### config.mk
export PLATFORM = sky130hd
export DESIGN_NAME = bpio_sequencer
export DESIGN_NICKNAME = d
export VERILOG_FILES = /design/src/rtl/bpio_sequencer.sv
export SDC_FILE = /design/constraint.sdc
export NUM_CORES = 1
export LEC_CHECK = 0
export ABC_AREA = 0
export CAP_MARGIN = 20
export CORE_ASPECT_RATIO = 1.5
export CORE_MARGIN = 10
export CORE_UTILIZATION = 38
export CTS_CLUSTER_DIAMETER = 100
export CTS_CLUSTER_SIZE = 20
export DETAILED_ROUTE_END_ITERATION = 12
export GPL_TIMING_DRIVEN = 0
export PLACE_DENSITY = 0.55
export SLEW_MARGIN = 20
export SYNTH_ARGS = -nofsm -noshare
export SYNTH_HDL_FRONTEND = slang
export SYNTH_SLANG_ARGS = --single-unit
### constraint.sdc
create_clock -name clock -period 2.8 [get_ports clock]
set_input_delay 0.56 -clock clock [delete_from_list [all_inputs] [get_ports clock]]
set_output_delay 0.56 -clock clock [all_outputs]
set_load 0.02 [all_outputs]
### src/rtl/bpio_sequencer.sv
// SPI command sequencer: pulls 16-bit command words from a show-ahead FIFO and runs SPI transfers, CS updates, delays and marks.
// Latency: 3 clocks per single-word non-shift command; a transfer shifts for 2*nbits*(clkdiv+1) clocks and then pushes its result.
// Backpressure: waits in GETDATA until a data word is available and in PUSH while res_full is high; results are never dropped.
module bpio_sequencer #(
  parameter int FIFO_WIDTH   = 16,
  parameter int CS_COUNT     = 2,
  parameter int CLKDIV_WIDTH = 8
) (
  input  logic                    clock,
  input  logic                    reset,
  input  logic [FIFO_WIDTH-1:0]   cmd_data,
  input  logic                    cmd_nempty,
  output logic                    cmd_pop,
  output logic [FIFO_WIDTH-1:0]   res_data,
  output logic                    res_push,
  input  logic                    res_full,
  input  logic                    cfg_cpol,
  input  logic                    cfg_cpha,
  input  logic [CLKDIV_WIDTH-1:0] cfg_clkdiv,
  output logic                    spi_sclk,
  output logic                    spi_mosi,
  input  logic                    spi_miso,
  output logic [CS_COUNT-1:0]     spi_cs,
  output logic                    busy,
  output logic                    err_opcode
);

  typedef enum logic [2:0] {
    ST_IDLE, ST_FETCH, ST_DECODE, ST_GETDATA, ST_SHIFT, ST_PUSH, ST_DELAY
  } state_t;

  localparam logic [3:0] OP_NOP   = 4'h0;
  localparam logic [3:0] OP_XFER8 = 4'h1;
  localparam logic [3:0] OP_XFERW = 4'h2;
  localparam logic [3:0] OP_CS    = 4'h3;
  localparam logic [3:0] OP_DELAY = 4'h4;
  localparam logic [3:0] OP_MARK  = 4'h5;
  localparam logic [CLKDIV_WIDTH-1:0] DIV_ONE = 1;

  state_t                  state_q;
  logic [FIFO_WIDTH-1:0]   cmd_q;
  logic [FIFO_WIDTH-1:0]   sh_q;
  logic [FIFO_WIDTH-1:0]   res_q;
  logic [4:0]              nbits_q;
  logic [5:0]              edge_q;
  logic [CLKDIV_WIDTH-1:0] div_q;
  logic [CLKDIV_WIDTH-1:0] clkdiv_q;
  logic                    cpha_q;
  logic [11:0]             dly_q;
  logic                    sclk_q;
  logic                    mosi_q;
  logic [CS_COUNT-1:0]     cs_q;
  logic                    err_q;

  logic [3:0]            opcode;
  logic [11:0]           arg;
  logic                  edge_now;
  logic                  last_edge;
  logic                  odd_edge;
  logic                  do_sample;
  logic                  do_update;
  logic                  start_shift;
  logic [FIFO_WIDTH-1:0] sh_smp;
  logic [FIFO_WIDTH-1:0] ld_w;

  assign opcode = cmd_q[15:12];
  assign arg    = cmd_q[11:0];

  // Edge scheduling for SHIFT, plus the left-aligned TX word loaded on SHIFT entry.
  always_comb begin
    edge_now    = (state_q == ST_SHIFT) && (div_q == clkdiv_q);
    last_edge   = (edge_q == ({nbits_q, 1'b0} - 6'd1));
    // edge_q counts completed edges, so the edge happening now is odd when edge_q is even
    odd_edge    = ~edge_q[0];
    do_sample   = edge_now && (odd_edge != cpha_q);
    // the closing edge never moves mosi, so it holds the last transmitted bit
    do_update   = edge_now && (odd_edge == cpha_q) && !last_edge;
    sh_smp      = {sh_q[FIFO_WIDTH-2:0], spi_miso};
    start_shift = ((state_q == ST_DECODE) && (opcode == OP_XFER8)) ||
                  ((state_q == ST_GETDATA) && cmd_nempty);
    // left-aligning the TX bits means rx ends up right-aligned with zero upper bits
    if (state_q == ST_DECODE) ld_w = {arg[7:0], 8'h00};
    else                      ld_w = cmd_data << (5'd16 - nbits_q);
  end

  // Main sequencer: state, datapath registers and registered SPI outputs.
  always_ff @(posedge clock or negedge reset) begin
    if (!reset) begin
      state_q  <= ST_IDLE;
      cmd_q    <= '0;
      sh_q     <= '0;
      res_q    <= '0;
      nbits_q  <= '0;
      edge_q   <= '0;
      div_q    <= '0;
      clkdiv_q <= '0;
      cpha_q   <= 1'b0;
      dly_q    <= '0;
      sclk_q   <= 1'b0;
      mosi_q   <= 1'b0;
      cs_q     <= '1;
      err_q    <= 1'b0;
    end else begin
      case (state_q)
        ST_IDLE: begin
          sclk_q <= cfg_cpol;
          if (cmd_nempty) state_q <= ST_FETCH;
        end
        ST_FETCH: begin
          cmd_q   <= cmd_data;
          state_q <= ST_DECODE;
        end
        ST_DECODE: begin
          case (opcode)
            OP_NOP:   state_q <= ST_IDLE;
            OP_XFER8: nbits_q <= 5'd8;
            OP_XFERW: begin
              nbits_q <= {1'b0, arg[3:0]} + 5'd1;
              state_q <= ST_GETDATA;
            end
            OP_CS: begin
              for (int i = 0; i < CS_COUNT; i++) begin
                if (arg[i]) cs_q[i] <= arg[8];
              end
              state_q <= ST_IDLE;
            end
            OP_DELAY: begin
              dly_q   <= '0;
              state_q <= ST_DELAY;
            end
            OP_MARK: begin
              res_q   <= {4'hF, arg};
              state_q <= ST_PUSH;
            end
            default: begin
              err_q   <= 1'b1;
              state_q <= ST_IDLE;
            end
          endcase
        end
        ST_GETDATA: begin
          // SHIFT entry for the data word is handled by start_shift below
        end
        ST_SHIFT: begin
          if (edge_now) begin
            div_q  <= '0;
            sclk_q <= ~sclk_q;
            edge_q <= edge_q + 6'd1;
            if (do_sample) sh_q <= sh_smp;
            if (do_update) mosi_q <= sh_q[FIFO_WIDTH-1];
            if (last_edge) begin
              res_q   <= do_sample ? sh_smp : sh_q;
              state_q <= ST_PUSH;
            end
          end else begin
            div_q <= div_q + DIV_ONE;
          end
        end
        ST_PUSH: begin
          if (!res_full) state_q <= ST_IDLE;
        end
        ST_DELAY: begin
          if (dly_q == arg) state_q <= ST_IDLE;
          else              dly_q   <= dly_q + 12'd1;
        end
        default: state_q <= ST_IDLE;
      endcase

      // Transfer start: snapshot the SPI config so mid-transfer changes are ignored.
      if (start_shift) begin
        sh_q     <= ld_w;
        mosi_q   <= ld_w[FIFO_WIDTH-1];
        sclk_q   <= cfg_cpol;
        cpha_q   <= cfg_cpha;
        clkdiv_q <= cfg_clkdiv;
        div_q    <= '0;
        edge_q   <= '0;
        state_q  <= ST_SHIFT;
      end
    end
  end

  assign cmd_pop    = (state_q == ST_FETCH) || ((state_q == ST_GETDATA) && cmd_nempty);
  assign res_push   = (state_q == ST_PUSH) && !res_full;
  assign res_data   = res_q;
  assign spi_sclk   = sclk_q;
  assign spi_mosi   = mosi_q;
  assign spi_cs     = cs_q;
  assign busy       = (state_q != ST_IDLE);
  assign err_opcode = err_q;

endmodule

Yosys cells after proc, flatten, opt, wreduce, memory -nomap -nowiden:

Index checks and enable logic that the tools add are counted.

* $add $sub $neg: 6
* reduce and logical (&&, ||, !) cells: 32
* bitwise gates (word level): 3
* eq/ne operators: 28
* muxes and demuxes: 34
* shift operators: 1

Operators with widths (number)
* $mux 16: 8
* $pmux 16 s2: 1
* $mux 12: 2
* $mux 8: 3
* $pmux 12 s2: 1
* $pmux 3 s7: 1
* $mux 3: 6
* $mux 6: 3
* $ne 3x3->1 const B: 6
* $shl 16x5->16: 1
* $add 12x1->12 const B: 1
* $eq 12x12->1: 1
* $pmux 3 s4: 1
* $reduce_and 3->1: 4
* $reduce_bool 2->1: 6
* $pmux 5 s2: 1
* $eq 3x3->1 const B: 3
* $add 8x1->8 const B: 1
* $eq 4x2->1 const B: 2
* $eq 4x3->1 const B: 2
* $eq 8x8->1: 1
* $ne 2x2->1 const B: 4
* $reduce_and 2->1: 4
* $logic_and 1x1->1: 7
* other kinds (22): 34

* bits in registers: 96
* word-level logic and storage cells: 119

Longest topological paths before layout:

Gate-level depths: netlist of run 1.

* depth in word-level cells: 8
* gate-level depth with buffers: 12
* mapped depth without buffers: 8

Worst setup path before layout of run 1:

No wires, ideal clock.

* kind: register to register
* start: register nbits_q[0]
* end: register sh_q[13]
* required time: 2.674 ns
* arrival time: 2.633 ns
* slack: 0.041 ns
* cell stages (with the launch flop): 12
* library setup time: 0.126 ns
* buffers on the path: 4
* cells stage by stage: dfrtp_1 -> buf_2 -> buf_4 -> inv_1 -> ha_1 -> buf_2 -> clkbuf_1 -> mux4_2 -> a211oi_1 -> a21oi_1 -> a221oi_1 -> nor2_1

* cells in the longest elaborated chain, start to end: 4

RTL lines
* from (decl): RTL line 44 `logic [4:0] nbits_q;`
* from (signal assigned): RTL line 118 `nbits_q <= {1'b0, arg[3:0]} + 5'd1;`
* $sub 5x5->5: RTL line 83 `else ld_w = cmd_data << (5'd16 - nbits_q);`
* $shl 16x5->16: RTL line 83
* $mux 16: RTL line 82 `if (state_q == ST_DECODE) ld_w = {arg[7:0], 8'h00};`
* $mux 16: RTL line 170 `if (start_shift) begin`
* to (signal assigned): RTL line 149 `if (do_sample) sh_q <= sh_smp;`
* to (signal assigned): RTL line 171 `sh_q <= ld_w;`
* to (decl): RTL line 42 `logic [FIFO_WIDTH-1:0] sh_q;`

Every way passes these cells.
A chain may end at the register's enable or synchronous reset.

Final worst setup path of run 1:

* start: register nbits_q[0]
* end: register sh_q[15]

The elaborated chain is that of the path after synthesis.

==> results of run 1 <==
==> layout make-up <==
| type | count | share of cell area |
|---|---|---|
| clock buffer | 10 | 0.03311 |
| buffer | 34 | 0.02823 |
| tap | 196 | 0.03546 |
| sequential | 96 | 0.3479 |
| multi-input combinational | 444 | 0.4494 |
| clock inverter | 6 | 0.01665 |
| inverter | 7 | 0.003800 |
| timing repair buffer | 58 | 0.08540 |
==> per-stage QoR <==
stage	setup slack [ns]	hold WS (ns)	utilization
floorplan	0.04105	0.2644	-
global placement	-2.538	0.4792	0.4417
detailed placement	-0.4980	0.4810	0.4437
CTS	0.02066	0.1060	0.4708
global route	0.009872	0.1086	0.4739
finish	0.1612	0.09369	0.4739
==> per-layer routing <==
metal / share of wire / up-vias / global-route usage / wire length (um)
met4: 0.022 / 0 / 0.05421 / 374
met3: 0.046 / 24 / 0.03297 / 759
met5: 0 / - / 0 / 0
met1: 0.39 / 2395 / 0.1858 / 6550
li1: - / 2247 / - / -
met2: 0.54 / 144 / 0.3001 / 8975
==> worst paths after layout <==
| path | from | end | slack, ns | cells after the start |
|---|---|---|---|---|
| setup / recovery | nbits_q[0] | sh_q[15] | 0.16 | 11 |
| hold / removal | reset | clkdiv_q[7] | 0.09 | 1 |
| setup reg to reg | nbits_q[0] | sh_q[15] | 0.16 | 11 |
| hold reg to reg | clkdiv_q[0] | clkdiv_q[0] | 0.49 | 2 |
| max in group asynchronous | reset | cmd_q[9] | 2.06 | 2 |
| min in group clock | clkdiv_q[0] | clkdiv_q[0] | 0.49 | 2 |
==> kinds of logic after synthesis <==
family	Yosys count
xor+xnor	42
simple gates	224
flops	96
compound gates	116
fa+ha+maj	5
mux	57
buf+inv	43
==> cell usage in the layout, fill, tap and decap left out, types with 16 or more instances in the layout <==
master / count
mux2_2: 21
clkdlybuf4s50_1: 52
dfrtp_1: 93
xor2_1: 20
mux2i_1: 26
xnor2_1: 20
clkbuf_1: 16
nand3_1: 32
nor2_1: 41
o21ai_0: 33
a21oi_1: 23
nand2_1: 82
==> power by group <==
group          internal (W)  total (W)  switching [W]  leakage, nW
Clock              0.000879    0.00145       0.000568        0.163
Combinational       0.00183    0.00394        0.00210         1.50
Sequential          0.00195    0.00263       0.000678         1.21
Total               0.00467    0.00801        0.00335         2.87
==> registers in the layout, indices dropped and copies added, names as in the netlist <==
name        cells
cmd_q          16
res_data       16
sh_q           16
dly_q          12
clkdiv_q        8
div_q           8
edge_q          6
nbits_q         5
state_q         3
spi_cs          2
cpha_q          1
err_opcode      1
spi_mosi        1
spi_sclk        1
==> repair_timing <==
item,CTS,global route
pin swaps,1,1
gates resized for setup,15,8
setup endpoints to repair,33,34
setup buffers,2,1
endpoints found under the hold margin,0,0
==> flow_metrics.tcl, run 1 <==
set metrics [dict create \
    worstPathRequired_ns 3.01 \
    place_area_sq_um 6475 \
    cts_sinks 96 \
    fin_crit_sh 0.9424 \
    insertion_delay_ns 0.35 \
    portBuffers 54 \
    slew_viol_final 0 \
    initial_core_util 0.3879 \
    synth-edff-count 0 \
    dp.cells 834 \
    seqCellArea_sq_um 2406 \
    cts_tree "yes" \
    status "completed" \
    grt_pass1_wl_mm 26.71 \
    maxSlewHeadroom 0.5100 \
    period_minus_slack_ns 2.639 \
    crit_chain "buf_8 -> buf_6 -> inv_1 -> ha_1 -> buf_4 -> buf_4 -> mux4_2 -> mux2i_1 -> nand2_1 -> a32oi_2 -> o21ai_0" \
    synth_top_family_by_area "simple AND/OR/NAND/NOR gates" \
    synth_top_cells_by_count "94 x dfrtp_1, 82 x nand2_1, 41 x nor2_1" \
    design_area_sq_um 6915 \
    power_density_nw_per_um2 1159 \
    cts_root_buf "clkbuf_16" \
    stdcell_count 851 \
    crit_path_frequent_cell "buf_4" \
    drt_wl_total_mm 16.66 \
    n_fill_cell 1408 \
    dp_hpwl_mm 12.73 \
    power.total_w 0.008013 \
    die_h_um 169.5 \
    grtUsageTotal 0.1644 \
    dieWidth_um 119.7 \
    p_leak_nw 2.875 \
    ys_warn_count 0 \
    ir_worst_vdd_mv 0.4602 \
    firstDrtPassIters 5 \
    multiInputGateArea_sq_um 3108 \
    cp_data_arrival_time_ns 2.85 \
    final_hold_viol_count 0 \
    yosysTopAreaCell "dfrtp_1" \
    coreArea_sq_um 14590 \
    pin_count 55 \
    syn-num-nets 619 \
    synth_fa_ha_area_frac 0.01105 \
    htreeDepth 3 \
    synthMuxAreaShare 0.1275 \
    drc_errors 0 \
    overflow 0 \
    min_path_type "in2async" \
    synth-seq-cells 96 \
    avgSynthCellArea_sq_um 9.709 \
    path_buf_inv 5 \
    synth_top_area_share 0.4156 \
    setup_viol 0 \
    post-synth-top-count-cell "dfrtp_1" \
    cts.reportedPaths.clkPinSlew_ns 0.08 \
    final_nets 686 \
    avgViaCountPerCell 5.652 \
    cp_slowest_cell "dfrtp_1" \
    skew_ns 0.01454 \
    crit_type "reg2reg" \
    ys_seq_area_frac 0.4248 \
    detail-route-antenna-nets 0 \
    drive_gt1_frac 0.1313 \
    synth.distinct_cells 62 \
    synthXorXnorAreaFrac 0.06985 \
    synthSimpleGateAreaFrac 0.1981 \
    netlist_area_sq_um 5660 \
    tightest_slew_ns 0.7247 \
    max_cap_viol_count 0 \
    synthCells 583 \
    cts_buffer_depth 2 \
    grt_setup_unrepaired "false" \
    async_flop_share 1.000 \
    startpoint_type "flop" \
    drt_iter0_markers 247 \
    antenna_found_initial 0 \
    max_stage_delay_ns 0.42 \
    grt_pass1_vias 4847 \
    finalSetupTns_ns 0 \
    cts_buffers 9 \
    cpLargestDelayFamily "buffers and inverters" \
    synth_area_leaders "dfrtp_1 42%, nand2_1 5.4%, mux2i_1 4.6%" \
    wl_per_cell_um 19.58 \
    area_delta_synth_final_pct 22.17 \
    endpoint_kind "flop" \
    vias 4810 \
    hold_buffers 0 \
    synth-main-ff-cell "dfrtp_1" \
    diodes 0 \
    max_freq_mhz 379.0 \
    critPathMaxFanout 10 \
    gp_congestion 0.9155 \
    die_area_sq_um 20280 \
    synth_compound_area_frac 0.1337 \
    placementRows 54 \
    grt_max_degree 63 \
]
No activity file was read; power rests on OpenSTA's default activity.
==> run 2: changes to the inputs <==
==> constraint.sdc (replaced) <==
create_clock -name clock -period 2.8 [get_ports clock]
set_input_delay 0.56 -clock clock [delete_from_list [all_inputs] [get_ports clock]]
set_output_delay 0.56 -clock clock [all_outputs]
set_load 0.1 [all_outputs]
==> flow_metrics.tcl, run 2 (synthesis results as in run 1) <==
set metrics [dict create \
    antenna_found_initial 0 \
    startpoint_type "flop" \
    pin_count 55 \
    skew_ns 0.01163 \
    grtUsageTotal 0.1626 \
    cts.reportedPaths.clkPinSlew_ns 0.08 \
    mostFrequentLayoutCells "93 x dfrtp_1, 82 x nand2_1, 50 x clkdlybuf4s50_1" \
    cts_buffers 9 \
    seqPwrFrac 0.297 \
    holdWs_ns 0.1289 \
    final_nets 687 \
    setup_viol 0 \
    firstDrtPassIters 5 \
    tightest_slew_ns 1.009 \
    grt_pass1_wl_mm 26.70 \
    detail-route-antenna-nets 0 \
    coreArea_sq_um 14590 \
    status "completed" \
    max_stage_delay_ns 0.41 \
    cts_buffer_depth 2 \
    drive_gt1_frac 0.1372 \
    htreeDepth 3 \
    grt_max_degree 50 \
    overflow 0 \
    initial_core_util 0.3879 \
    combPwrFrac 0.556 \
    period_minus_slack_ns 2.633 \
    portBuffers 54 \
    power.total_w 0.008800 \
    critPathMaxFanout 10 \
    cp_slowest_cell "dfrtp_2" \
    maxSlewHeadroom 0.3250 \
    vias 4754 \
    fin_crit_sh 0.9402 \
    max_cap_viol_count 0 \
    wl_per_cell_um 19.40 \
    die_h_um 169.5 \
    insertion_delay_ns 0.35 \
    final_hold_viol_count 0 \
    dieWidth_um 119.7 \
    slew_viol_final 0 \
    place_ws_ns -1.040 \
    cp_data_arrival_time_ns 2.87 \
    placementRows 54 \
    p_int_w 0.004489 \
    cts_sinks 96 \
    die_area_sq_um 20280 \
    power_density_nw_per_um2 1277 \
    layout_commonest_cell "dfrtp_1" \
    gp_congestion 0.9177 \
    diodes 0 \
    worstPathRequired_ns 3.03 \
    drt_iter0_markers 252 \
    crit_chain "buf_8 -> buf_6 -> inv_1 -> ha_1 -> buf_4 -> buf_4 -> mux4_2 -> a211oi_1 -> a21oi_1 -> a221oi_1 -> nor2_1" \
    avgViaCountPerCell 5.580 \
    drc_errors 0 \
    setup_slack_ns 0.1675 \
    dp_hpwl_mm 12.74 \
    crit_path_frequent_cell "buf_4" \
    endpoint_kind "flop" \
    max_freq_mhz 379.9 \
    sw_frac_of_total 0.4899 \
    grt_pass1_vias 4899 \
    drt_wl_total_mm 16.53 \
    clkPwrFrac 0.147 \
    min_path_type "in2async" \
    area_delta_synth_final_pct 21.77 \
    grt_setup_unrepaired "false" \
    cts_tree "yes" \
    ir_worst_vdd_mv 0.6584 \
    crit_type "reg2reg" \
    p_sw_w 0.004311 \
    cts_root_buf "clkbuf_16" \
    p_leak_nw 2.866 \
]
run 2: changes by cell type in the layout (fill, tap and decap cells not counted), sizes merged:
cell,delta
buf,+2
bufinv,-2
clkdlybuf4s50,-2
inv,+2
clkdlybuf4s15,+1
run 2: power groups by stage:
stage	sequential [W]	combinational [W]	clock, W
2_1_floorplan	0.00337	0.00271	0
3_3_place_gp	0.00263	0.00468	0
3_5_place_dp	0.00264	0.00474	0
4_1_cts	0.00261	0.00487	0.00132
5_1_grt	0.00269	0.00528	0.00137
6_report	0.00261	0.00489	0.00129
run 2: layout make-up:
type / instances / area (sq um)
Sequential cell: 96 / 2406
Clock buffer: 10 / 229.0
Multi-Input combinational cell: 444 / 3123
Inverter: 7 / 26.28
Timing Repair Buffer: 57 / 581.8
Buffer: 36 / 206.4
Fill cell: 1450 / 7701
Clock inverter: 6 / 75.07
Tap cell: 196 / 245.2
run 2: per-layer routing:
metal,part of all wire,track usage
met1,0.41,0.1821
met2,0.52,0.2944
met3,0.041,0.03230
met4,0.030,0.06368
met5,0,0
run 2: worst paths after layout:
kind	from	to	slack, ns	cells past startpoint
hold reg to reg	res_data[8]	res_data[8]	0.49	1
min in group clock	res_data[8]	res_data[8]	0.49	1
setup reg to reg	nbits_q[0]	sh_q[13]	0.17	11
setup / recovery	nbits_q[0]	sh_q[13]	0.17	11
hold / removal	reset	clkdiv_q[7]	0.13	1
max in group asynchronous	reset	spi_cs[1]	2.00	2
run 2: worst max-delay path: cells and delay by family, from the launching register on:
family	cells	cell delay, ns
AO/OA/AOI/OAI	3	0.64
adder cells (fa/ha/maj)	1	0.28
buffers and inverters	5	0.80
flip-flops	1	0.41
multiplexers	1	0.31
AND/OR/NAND/NOR	1	0.07
run 2: timing repair:
item / CTS / global route
endpoints found under the setup margin: 35 / 30
hold endpoints to repair: 0 / 0
pin swaps: 1 / 0
buffers inserted: 2 / 0
hold buffers: 0 / 0
resized for setup: 24 / 10
run 2: metrics by stage:
| stage | area [sq um] | utilization | cells | setup TNS, ns |
|---|---|---|---|---|
| 3_5_place_dp | 6490 | 0.4447 | 834 | -8.772 |
| 4_1_cts | 6865 | 0.4704 | 852 | 0 |
| 3_3_place_gp | 6461 | 0.4427 | 833 | -249.14 |
| 5_1_grt | 6893 | 0.4723 | 852 | 0 |
| 2_1_floorplan | 5675 | - | 583 | 0 |
| 6_report | 6893 | 0.4723 | 852 | 0 |
